===== src/rtl/iigs_mem_pkg.sv =====
// iigs_mem_pkg
// Shared constants and types for the slow-RAM (E0/E1) sequencer:
//   - bank numbers for the fast banks (00/01) and the slow banks (E0/E1)
//   - SHADOW register bit positions (bit set = shadowing of that region off)
//   - address bounds of every shadowable video region
//   - state encoding of the direct-access sequencer
package iigs_mem_pkg;

    localparam logic [7:0] BANK_FAST0 = 8'h00;
    localparam logic [7:0] BANK_FAST1 = 8'h01;
    localparam logic [7:0] BANK_SLOW0 = 8'hE0;
    localparam logic [7:0] BANK_SLOW1 = 8'hE1;

    localparam int SH_TXT1   = 0;
    localparam int SH_HGR1   = 1;
    localparam int SH_HGR2   = 2;
    localparam int SH_SHR    = 3;
    localparam int SH_AUXHGR = 4;
    localparam int SH_TXT2   = 5;

    localparam logic [15:0] TXT1_LO = 16'h0400;
    localparam logic [15:0] TXT1_HI = 16'h07FF;
    localparam logic [15:0] TXT2_LO = 16'h0800;
    localparam logic [15:0] TXT2_HI = 16'h0BFF;
    localparam logic [15:0] HGR1_LO = 16'h2000;
    localparam logic [15:0] HGR1_HI = 16'h3FFF;
    localparam logic [15:0] HGR2_LO = 16'h4000;
    localparam logic [15:0] HGR2_HI = 16'h5FFF;
    localparam logic [15:0] SHR_LO  = 16'h2000;
    localparam logic [15:0] SHR_HI  = 16'h9FFF;

    // Queue entry: {bank[0], addr[15:0], data[7:0]}
    localparam int SHQ_W = 25;

    typedef enum logic [1:0] {
        ST_IDLE,
        ST_WAIT,
        ST_ACCESS,
        ST_DONE
    } dir_state_e;

    function automatic logic in_range(input logic [15:0] a,
                                      input logic [15:0] lo,
                                      input logic [15:0] hi);
        return (a >= lo) && (a <= hi);
    endfunction

endpackage


===== src/rtl/shadow_fifo.sv =====
// shadow_fifo
// Synchronous FIFO holding pending shadow copies for the slow RAM.
// A push and a pop in the same cycle are both honoured when full (the
// popped slot frees space for the push); a pop on an empty FIFO is ignored.
// Ports:
//   clk_sys, reset      clock, synchronous active-high reset (empties FIFO)
//   i_push, i_data      write strobe and entry
//   i_pop               remove the head entry
//   o_data              head entry (valid when !o_empty)
//   o_full, o_empty     occupancy flags
//   o_level             number of stored entries, 0..DEPTH
module shadow_fifo #(
    parameter int WIDTH   = 25,
    parameter int DEPTH   = 4,
    parameter int LEVEL_W = 3
) (
    input  logic               clk_sys,
    input  logic               reset,
    input  logic               i_push,
    input  logic [WIDTH-1:0]   i_data,
    input  logic               i_pop,
    output logic [WIDTH-1:0]   o_data,
    output logic               o_full,
    output logic               o_empty,
    output logic [LEVEL_W-1:0] o_level
);

    localparam int AW = $clog2(DEPTH);

    logic [WIDTH-1:0]   r_mem [DEPTH];
    logic [AW-1:0]      r_wr_ptr;
    logic [AW-1:0]      r_rd_ptr;
    logic [LEVEL_W-1:0] r_count;

    logic w_do_push;
    logic w_do_pop;

    assign o_full    = (r_count == LEVEL_W'(DEPTH));
    assign o_empty   = (r_count == '0);
    assign w_do_pop  = i_pop & ~o_empty;
    assign w_do_push = i_push & (~o_full | w_do_pop);

    assign o_data  = r_mem[r_rd_ptr];
    assign o_level = r_count;

    always_ff @(posedge clk_sys) begin
        if (w_do_push) begin
            r_mem[r_wr_ptr] <= i_data;
        end
    end

    always_ff @(posedge clk_sys) begin
        if (reset) begin
            r_wr_ptr <= '0;
            r_rd_ptr <= '0;
            r_count  <= '0;
        end else begin
            if (w_do_push) begin
                r_wr_ptr <= r_wr_ptr + AW'(1);
            end
            if (w_do_pop) begin
                r_rd_ptr <= r_rd_ptr + AW'(1);
            end
            case ({w_do_push, w_do_pop})
                2'b10:   r_count <= r_count + LEVEL_W'(1);
                2'b01:   r_count <= r_count - LEVEL_W'(1);
                default: r_count <= r_count;
            endcase
        end
    end

endmodule


===== src/rtl/shadow_ctrl.sv =====
// shadow_ctrl
// Owns every access to the 1 MHz slow RAM (banks E0/E1). CPU writes to the
// video regions of banks 00/01 are copied into a small queue and replayed
// into E0/E1 one per slow-RAM slot; direct CPU accesses to E0/E1 wait for
// the queue to drain and then take a slot of their own.
// Ports:
//   clk_sys, reset            clock, synchronous active-high reset
//   shadow[7:0]               SHADOW register (bit set = region not shadowed)
//   cpu_valid/we/bank/addr    CPU request, held while stall is high
//   cpu_dout                  CPU write data
//   stall                     CPU must hold the current access
//   cpu_rdata                 direct read data, valid the cycle stall drops
//   slow_ce/we/addr/din       single-cycle slow-RAM strobe and payload
//   slow_dout                 slow-RAM read data, one cycle after slow_ce
//   fifo_level                shadow queue occupancy
module shadow_ctrl
    import iigs_mem_pkg::*;
#(
    parameter int FIFO_DEPTH = 4,
    parameter int SLOW_DIV   = 14
) (
    input  logic        clk_sys,
    input  logic        reset,
    input  logic [7:0]  shadow,
    input  logic        cpu_valid,
    input  logic        cpu_we,
    input  logic [7:0]  cpu_bank,
    input  logic [15:0] cpu_addr,
    input  logic [7:0]  cpu_dout,
    output logic        stall,
    output logic [7:0]  cpu_rdata,
    output logic        slow_ce,
    output logic        slow_we,
    output logic [16:0] slow_addr,
    output logic [7:0]  slow_din,
    input  logic [7:0]  slow_dout,
    output logic [2:0]  fifo_level
);

    localparam int CNT_W = $clog2(SLOW_DIV);

    // Slot timing
    logic [CNT_W-1:0] r_slot_cnt;
    logic             w_tick;

    always_ff @(posedge clk_sys) begin
        if (reset) begin
            r_slot_cnt <= '0;
        end else if (r_slot_cnt == CNT_W'(SLOW_DIV - 1)) begin
            r_slot_cnt <= '0;
        end else begin
            r_slot_cnt <= r_slot_cnt + CNT_W'(1);
        end
    end

    // Gated by reset so no strobe can leak out while reset is held.
    assign w_tick = (r_slot_cnt == CNT_W'(SLOW_DIV - 1)) & ~reset;

    // Shadow hit decode
    logic w_is_fast;
    logic w_bank1;
    logic w_aux_off;
    logic w_region;
    logic w_hit;
    logic w_direct;
    logic w_unused;

    assign w_is_fast = (cpu_bank == BANK_FAST0) | (cpu_bank == BANK_FAST1);
    assign w_bank1   = (cpu_bank == BANK_FAST1);
    // In bank 01 the AUXHGR bit overrides both hi-res page enables.
    assign w_aux_off = w_bank1 & shadow[SH_AUXHGR];

    assign w_region =
        (~shadow[SH_TXT1] & in_range(cpu_addr, TXT1_LO, TXT1_HI)) |
        (~shadow[SH_TXT2] & in_range(cpu_addr, TXT2_LO, TXT2_HI)) |
        (~shadow[SH_HGR1] & ~w_aux_off & in_range(cpu_addr, HGR1_LO, HGR1_HI)) |
        (~shadow[SH_HGR2] & ~w_aux_off & in_range(cpu_addr, HGR2_LO, HGR2_HI)) |
        (w_bank1 & ~shadow[SH_SHR] & in_range(cpu_addr, SHR_LO, SHR_HI));

    assign w_hit    = cpu_valid & cpu_we & w_is_fast & w_region;
    assign w_direct = cpu_valid & ((cpu_bank == BANK_SLOW0) | (cpu_bank == BANK_SLOW1));
    assign w_unused = ^shadow[7:6];

    // Shadow queue
    logic [SHQ_W-1:0] w_head;
    logic             w_full;
    logic             w_empty;
    logic             w_pop;
    logic             w_accept;
    logic             w_push;
    dir_state_e       r_state;
    dir_state_e       w_state_nxt;

    assign w_pop    = w_tick & ~w_empty & (r_state != ST_ACCESS);
    assign w_accept = ~w_full | w_pop;
    assign w_push   = w_hit & w_accept;

    shadow_fifo #(
        .WIDTH   (SHQ_W),
        .DEPTH   (FIFO_DEPTH),
        .LEVEL_W (3)
    ) u_fifo (
        .clk_sys (clk_sys),
        .reset   (reset),
        .i_push  (w_push),
        .i_data  ({cpu_bank[0], cpu_addr, cpu_dout}),
        .i_pop   (w_pop),
        .o_data  (w_head),
        .o_full  (w_full),
        .o_empty (w_empty),
        .o_level (fifo_level)
    );

    // Direct E0/E1 access sequencer
    logic w_dir_stall;
    logic w_issue;

    always_ff @(posedge clk_sys) begin
        if (reset) begin
            r_state <= ST_IDLE;
        end else begin
            r_state <= w_state_nxt;
        end
    end

    always_comb begin
        w_state_nxt = r_state;
        w_dir_stall = 1'b0;
        w_issue     = 1'b0;
        case (r_state)
            ST_IDLE: begin
                if (w_direct) begin
                    w_dir_stall = 1'b1;
                    w_state_nxt = ST_WAIT;
                end
            end
            ST_WAIT: begin
                w_dir_stall = 1'b1;
                // Queued shadow writes go first so a read sees them.
                if (w_tick & w_empty) begin
                    w_issue     = 1'b1;
                    w_state_nxt = ST_ACCESS;
                end
            end
            ST_ACCESS: begin
                w_dir_stall = 1'b1;
                w_state_nxt = ST_DONE;
            end
            ST_DONE: begin
                w_state_nxt = ST_IDLE;
            end
            default: begin
                w_state_nxt = ST_IDLE;
            end
        endcase
    end

    logic [7:0] r_rdata;

    always_ff @(posedge clk_sys) begin
        if (reset) begin
            r_rdata <= '0;
        end else if (r_state == ST_ACCESS) begin
            r_rdata <= slow_dout;
        end
    end

    assign cpu_rdata = r_rdata;
    assign stall     = ~reset & ((w_hit & ~w_accept) | w_dir_stall);

    // Slow-RAM strobe; pop and issue are exclusive (empty vs non-empty queue).
    always_comb begin
        slow_ce   = 1'b0;
        slow_we   = 1'b0;
        slow_addr = '0;
        slow_din  = '0;
        if (w_pop) begin
            slow_ce   = 1'b1;
            slow_we   = 1'b1;
            slow_addr = w_head[24:8];
            slow_din  = w_head[7:0];
        end else if (w_issue) begin
            slow_ce   = 1'b1;
            slow_we   = cpu_we;
            slow_addr = {cpu_bank[0], cpu_addr};
            slow_din  = cpu_dout;
        end
    end

endmodule


===== config.mk =====
export PLATFORM = sky130hd
export DESIGN_NAME = shadow_ctrl
export DESIGN_NICKNAME = d
export VERILOG_FILES = /design/src/rtl/iigs_mem_pkg.sv /design/src/rtl/shadow_fifo.sv /design/src/rtl/shadow_ctrl.sv
export SDC_FILE = /design/constraint.sdc
export NUM_CORES = 1
export LEC_CHECK = 0
export CORE_ASPECT_RATIO = 0.9
export CORE_MARGIN = 10
export CORE_UTILIZATION = 44
export CTS_BUF_LIST = sky130_fd_sc_hd__clkbuf_8
export CTS_CLUSTER_SIZE = 24
export DETAILED_ROUTE_END_ITERATION = 10
export PLACE_DENSITY_LB_ADDON = 0.08
export SLEW_MARGIN = 20
export SYNTH_ARGS = -nofsm -noshare
export SYNTH_HDL_FRONTEND = slang
export SYNTH_SLANG_ARGS = --single-unit

===== constraint.sdc =====
create_clock -name clk_sys -period 3.5 [get_ports clk_sys]
set_input_delay 0.7 -clock clk_sys [delete_from_list [all_inputs] [get_ports clk_sys]]
set_output_delay 0.7 -clock clk_sys [all_outputs]
set_load 0.02 [all_outputs]

Word-level counts from Yosys, hierarchy flattened
Memories as Yosys holds them, arrays and structs flattened. A register that Yosys moved wholly into a read port is not among the register bits.
Index checks and enable logic that the tools add are counted.
{"block": "op_classes", "addsub": 5, "order_cmp": 9, "eq_ne": 13, "n_mux": 20, "bitwise_logic": 41, "reduce_logical": 12}
{"operator": "17-bit 2-to-1 mux", "n": 2}
{"operator": "1-bit AND", "n": 22}
{"operator": "8-bit equality test (second input constant)", "n": 2}
{"operator": "16-bit by 11-bit greater-or-equal comparator with 1-bit output (second input constant)", "n": 1}
{"operator": "16-bit by 12-bit greater-or-equal comparator with 1-bit output (second input constant)", "n": 1}
{"operator": "16-bit by 14-bit greater-or-equal comparator with 1-bit output (second input constant)", "n": 1}
{"operator": "16-bit by 15-bit greater-or-equal comparator with 1-bit output (second input constant)", "n": 1}
{"operator": "16-bit by 11-bit less-or-equal comparator with 1-bit output (second input constant)", "n": 1}
{"operator": "16-bit by 12-bit less-or-equal comparator with 1-bit output (second input constant)", "n": 1}
{"operator": "16-bit by 14-bit less-or-equal comparator with 1-bit output (second input constant)", "n": 1}
{"operator": "16-bit by 15-bit less-or-equal comparator with 1-bit output (second input constant)", "n": 1}
{"operator": "16-bit less-or-equal comparator (second input constant)", "n": 1}
{"operator": "8-bit 2-to-1 mux", "n": 2}
{"operator": "1-bit NOT", "n": 10}
{"operator": "1-bit 2-to-1 mux", "n": 9}
{"operator": "1-bit bitwise OR", "n": 9}
{"operator": "8-bit by 1-bit equality test with 1-bit output (second input constant)", "n": 1}
{"operator": "8-bit zero test", "n": 1}
{"operator": "2-bit 2-to-1 mux", "n": 4}
{"operator": "2-bit case mux with 4 select lines", "n": 1}
{"operator": "2-bit equality test (second input constant)", "n": 3}
{"operator": "2-bit inequality test (second input constant)", "n": 3}
{"operator": "3-bit case mux with 2 select lines", "n": 1}
{"operator": "1-bit logical AND", "n": 5}
{"operator": "other kinds (13)", "n": 16}
{"block": "totals", "ff_bits": 21, "ram_bits": 100, "inputBits": 52, "word_cells": 107, "memories": 1}
{"name": "u_fifo.r_mem", "depth": 4, "width": 25, "read_ports": 1, "rd_clocked_by_memory_dff": 1, "wr": 1, "line": "shadow_fifo.sv:30", "rtl": "logic [WIDTH-1:0] r_mem [DEPTH];"}

Depth between registers and ports, before layout
{"block": "logic_depth", "ltp_word": 13, "mapped_depth": 12, "depth_no_buf": 12}

By module
A second synthesis with hierarchy kept.
{"block": "hier_totals", "cells_unflattened": 308, "area_unflattened_um2": 5261.3}
{"mod": "shadow_fifo", "n_inst": 1, "cells_each": 185, "area_each_um2": 4146.5, "seq_area_each_um2": 3183.1}
{"mod": "shadow_ctrl", "n_inst": 1, "cells_each": 123, "area_each_um2": 1114.8, "seq_area_each_um2": 280.3}

Worst setup path before layout
No wires, ideal clock.
{"block": "synth_timing", "path_kind": "input-to-reg", "start": "in cpu_bank[5]", "end": "reg u_fifo.r_count[2] (netlist: u_fifo.o_level[2])", "t_arrival_ns": 2.822, "required_time_ns": 3.429, "setup_slack_ns": 0.607, "path_stages": 11, "cell_sequence": "nor4_2 nand4_1 a222oi_1 nor3_2 inv_1 ha_1 inv_1 fa_1 xor2_1 or3_1 a21oi_1"}
{"block": "synth_via", "elab_chain_cells": 13}
{"item": "start, declared", "line": "shadow_ctrl.sv:27", "rtl": "input logic [7:0] cpu_bank,"}
{"item": "8-bit by 1-bit equality test with 1-bit output", "line": "shadow_ctrl.sv:68, shadow_ctrl.sv:69"}
{"item": "1-bit AND", "line": "shadow_ctrl.sv:71", "rtl": "assign w_aux_off = w_bank1 & shadow[SH_AUXHGR];"}
{"item": "1-bit NOT", "line": "shadow_ctrl.sv:76, shadow_ctrl.sv:77"}
{"item": "1-bit AND (2 in series)", "line": "shadow_ctrl.sv:76", "rtl": "(~shadow[SH_HGR1] & ~w_aux_off & in_range(cpu_addr, HGR1_LO, HGR1_HI)) |"}
{"item": "1-bit bitwise OR", "line": "shadow_ctrl.sv:75", "rtl": "(~shadow[SH_TXT2] & in_range(cpu_addr, TXT2_LO, TXT2_HI)) |"}
{"item": "1-bit bitwise OR", "line": "shadow_ctrl.sv:76"}
{"item": "1-bit bitwise OR", "line": "shadow_ctrl.sv:77", "rtl": "(~shadow[SH_HGR2] & ~w_aux_off & in_range(cpu_addr, HGR2_LO, HGR2_HI)) |"}
{"item": "1-bit AND (*)", "line": "shadow_ctrl.sv:80", "rtl": "assign w_hit = cpu_valid & cpu_we & w_is_fast & w_region;"}
{"item": "1-bit AND (*)", "line": "shadow_ctrl.sv:96", "rtl": "assign w_push = w_hit & w_accept;"}
{"item": "1-bit AND (*)", "line": "shadow_fifo.sv:41", "rtl": "assign w_do_push = i_push & (~o_full | w_do_pop);"}
{"item": "2-bit by 1-bit equality test with 1-bit output or 2-bit equality test (tied branches)", "line": "shadow_fifo.sv:64", "rtl": "case ({w_do_push, w_do_pop})"}
{"item": "3-bit case mux with 2 select lines or 2-bit nonzero test (tied branches)"}
{"item": "end signal, assigned", "line": "shadow_fifo.sv:65", "rtl": "2'b10: r_count <= r_count + LEVEL_W'(1);"}
{"item": "end signal, assigned", "line": "shadow_fifo.sv:66", "rtl": "2'b01: r_count <= r_count - LEVEL_W'(1);"}
{"item": "end signal, assigned", "line": "shadow_fifo.sv:67", "rtl": "default: r_count <= r_count;"}
{"item": "end, declared", "line": "shadow_fifo.sv:33", "rtl": "logic [LEVEL_W-1:0] r_count;"}
Every way passes the cells marked *; elsewhere a longest branch is shown, timed or not.
A chain may end at the register's enable or synchronous reset.

Final worst setup path
{"block": "layout_timing", "start": "in reset", "end": "out slow_addr[4]"}
{"block": "layout_via", "elab_chain_cells": 7}
{"item": "start, declared", "line": "shadow_ctrl.sv:23", "rtl": "input logic reset,"}
{"item": "1-bit NOT (*)", "line": "shadow_ctrl.sv:57", "rtl": "assign w_tick = (r_slot_cnt == CNT_W'(SLOW_DIV - 1)) & ~reset;"}
{"item": "1-bit AND (*)", "line": "shadow_ctrl.sv:57"}
{"item": "1-bit AND", "line": "shadow_ctrl.sv:140", "rtl": "if (w_tick & w_empty) begin"}
{"item": "1-bit 2-to-1 mux", "line": "shadow_ctrl.sv:140"}
{"item": "1-bit 2-to-1 mux", "line": "shadow_ctrl.sv:130", "rtl": "case (r_state)"}
{"item": "17-bit 2-to-1 mux", "line": "shadow_ctrl.sv:182", "rtl": "end else if (w_issue) begin"}
{"item": "17-bit 2-to-1 mux (*)", "line": "shadow_ctrl.sv:177", "rtl": "if (w_pop) begin"}
{"item": "end, declared", "line": "shadow_ctrl.sv:34", "rtl": "output logic [16:0] slow_addr,"}
Marked as above.

==> flow_metrics.py <==
metrics = {
    "pwr": {
        "fin_total_pwr_uw": 2930,
        "power_density_nw_per_um2": 429,
        "vdd_drop_max_mv": 0.231,
        "leakage_uw": 0.00227,
    },
    "layout": {
        "layout-drive-gt1-share": 0.220,
        "fin_cells": 592,
        "syn2layout_area_growth_pct": 33.3,
        "diodes": 0,
        "fin_nets": 488,
    },
    "setup_path": {
        "critPathKind": "in -> out",
        "r2r_start": "r_slot_cnt[0]$_SDFF_PP0_",
        "r2r_slack_ps": 850,
        "worstPathMaxFanout": 17,
        "worst-r2r-cell-count": 10,
        "endpoint_kind": "output pin",
        "cp.arrival_ps": 2680,
        "crit_path_start_kind": "primary input",
        "worstPathRequired_ps": 2800,
        "rr_endpoint": "u_fifo.o_level[2]$_SDFFE_PP0P_",
    },
    "yosys": {
        "yosys_warnings": 0,
        "ys_ff_latch": 123,
        "synth_top_area_share": 0.587,
        "seq_area_frac_synth": 0.677,
        "synth_top_flop_cell": "edfxtp_1",
        "synth.most_common_cell": "edfxtp_1",
        "synth_enable_flop_cells": 100,
        "syn_inst": 301,
        "async_flop_share": 0,
        "ys_types": 41,
        "avgSynthCellArea_um2": 17.0,
        "synthesis.nets": 366,
        "synth.area.top_cells": "edfxtp_1 (59%), mux4_2 (11%), dfxtp_1 (9.0%)",
        "ys_top_cells_by_count": "edfxtp_1 (100), a22o_1 (25), mux4_2 (25)",
        "syn-cell-area_um2": 5120,
        "yosysTopAreaCell": "edfxtp_1",
    },
    "drt": {
        "drtIter0Drc": 172,
        "drc": 0,
        "ant_nets": 0,
        "drt_pre_antenna_iters": 4,
        "vias": 3024,
        "viasPerCell": 5.11,
        "wl_per_cell_um": 18.3,
        "routed_wl_mm": 10.8,
    },
    "timing": {
        "setup_viol": 0,
        "hold_violations": 0,
        "rsz0062_at_grt": "no",
        "fmax_mhz": 296,
        "relSlewSlack": 0.713,
        "worstMarginPinSlew_ps": 431,
        "finalMaxSlewViolations": 0,
        "timing.setup.tns_ps": 0,
        "period_needed_ps": 3380,
        "finalCritPeriodShare": 0.964,
        "fin_skew_ps": 10.0,
    },
    "run_status": {
        "status": "completed",
    },
    "cts": {
        "cts_buffers": 17,
        "cts.clk_slew.worst_paths_ps": 60,
        "htree_num_levels": 4,
        "cts.sinks": 123,
        "cts_tree": "done",
        "clk_latency_ps": 420,
        "cts_root_buf": "clkbuf_8",
        "clockBufferDepth": 2,
    },
    "global_route": {
        "gr-usage-all-layers": 0.136,
        "grt_pass1_vias": 3246,
        "antenna_found_initial": 0,
        "grt_pass1_wl_mm": 17.1,
        "overflow": 0,
        "grt_max_degree": 21,
    },
    "floorplan": {
        "rows": 37,
        "start_util": 0.449,
        "pin_count": 91,
        "dieArea_um2": 16400,
        "fp.dieW_um": 134,
        "coreArea_um2": 11400,
        "dieHeight_um": 122,
    },
    "placed_design": {
        "dp.cells": 560,
        "gp_congestion": 0.747,
        "io_buffers": 88,
        "detailedPlacementHpwl_mm": 7.76,
    },
    "hold_path": {
        "hold_path.class": "reg -> reg",
        "hp-start": "cpu_rdata[1]$_SDFFE_PP0P_",
        "holdPathEnd": "cpu_rdata[1]$_SDFFE_PP0P_",
        "whs_path_depth": 2,
    },
    "run": {
        "max-cap-violations": 0,
    },
}
==> how the worst max path moves through the flow <==
stage,slack [ps],end,from,depth (start not counted)
after global routing,20,stall,cpu_addr[13],7
after floorplan,610,u_fifo.o_level[2]$_SDFFE_PP0P_,cpu_bank[5],11
final,120,slow_addr[4],reset,5
after detailed placement,-160,stall,cpu_addr[13],7
after CTS,2,slow_addr[16],r_slot_cnt[0]$_SDFF_PP0_,6
after global placement,-170,stall,cpu_addr[13],7
==> cells by family (layout without fill, tap and decap cells) <==
group	after synthesis	after routing	share of synthesized area
AO/OA/AOI/OAI	43	43	0.0667
adder cells (fa/ha/maj)	13	13	0.0333
multiplexers	36	36	0.133
AND/OR/NAND/NOR	55	55	0.0623
flip-flops	123	123	0.677
buffers and inverters	27	162	0.0215
XOR/XNOR	4	4	0.00685
==> state kept, by name (all words and copies together), names as in the netlist, named ones only <==
register and cells:
u_fifo.r_rd_ptr 2, u_fifo.r_mem 100, r_slot_cnt 4, u_fifo.o_level 3, cpu_rdata 8, r_state 2
u_fifo.r_wr_ptr 2
==> worst max-delay path, cell delays in order <==
cell             delay, ps
clkdlybuf4s50_1        540
nor4_4                 340
buf_4                  290
a22o_1                 200
clkdlybuf4s50_1        610
==> layout by cell type (no fill, tap or decap), types with 3 or more instances in the layout <==
cell / netlist / final
buf_4: 0 / 23
mux2i_1: 10 / 10
nor2_1: 23 / 23
xor2_1: 3 / 3
clkdlybuf4s50_1: 0 / 87
inv_1: 12 / 13
clkinv_2: 0 / 5
ha_1: 12 / 12
a22o_1: 25 / 25
a21oi_1: 6 / 6
mux4_2: 25 / 25
dfxtp_1: 23 / 22
clkbuf_8: 0 / 17
nor3_1: 4 / 4
clkinv_1: 0 / 3
buf_12: 0 / 6
and2_2: 4 / 4
edfxtp_1: 100 / 100
nand2_1: 4 / 4
==> routing by layer <==
layer	wire length, µm	GRT usage
met1	4590	0.156
met2	5410	0.228
met3	804	0.0605
met4	37	0.0346
met5	0	0
==> through the flow <==
| step | worst slack [ps] | util | cell area, µm² | hold WS (ps) |
|---|---|---|---|---|
| 2_1_floorplan | 607 | - | 5120 | 444 |
| 5_1_grt | 15.1 | 0.599 | 6820 | 519 |
| 3_5_place_dp | -160 | 0.565 | 6440 | 486 |
| 3_3_place_gp | -165 | 0.565 | 6440 | 464 |
| 4_1_cts | 2.08 | 0.598 | 6810 | 500 |
| 6_report | 125 | 0.599 | 6820 | 496 |
==> area by class of cell <==
cell class              instances  area (µm²)
repair buffers                118        1180
multi-input cells             151        1560
fillers                       907        4570
inverters                      12        45.0
flip-flops and latches        123        3460
clock inverters                15         133
well taps                     156         195
clock buffers                  17         234
==> repair_timing <==
item                       in CTS  in global routing
hold buffers                    0                  0
setup endpoints to repair       2                 26
resized for setup               2                  2
setup buffers                   0                  0
==> where the power goes <==
group | internal, µW | switching (µW)
clock | 618 | 536
combinational | 93.3 | 82.7
sequential | 1590 | 8.20
total | 2300 | 627
Power figures use the tool's default switching activity.
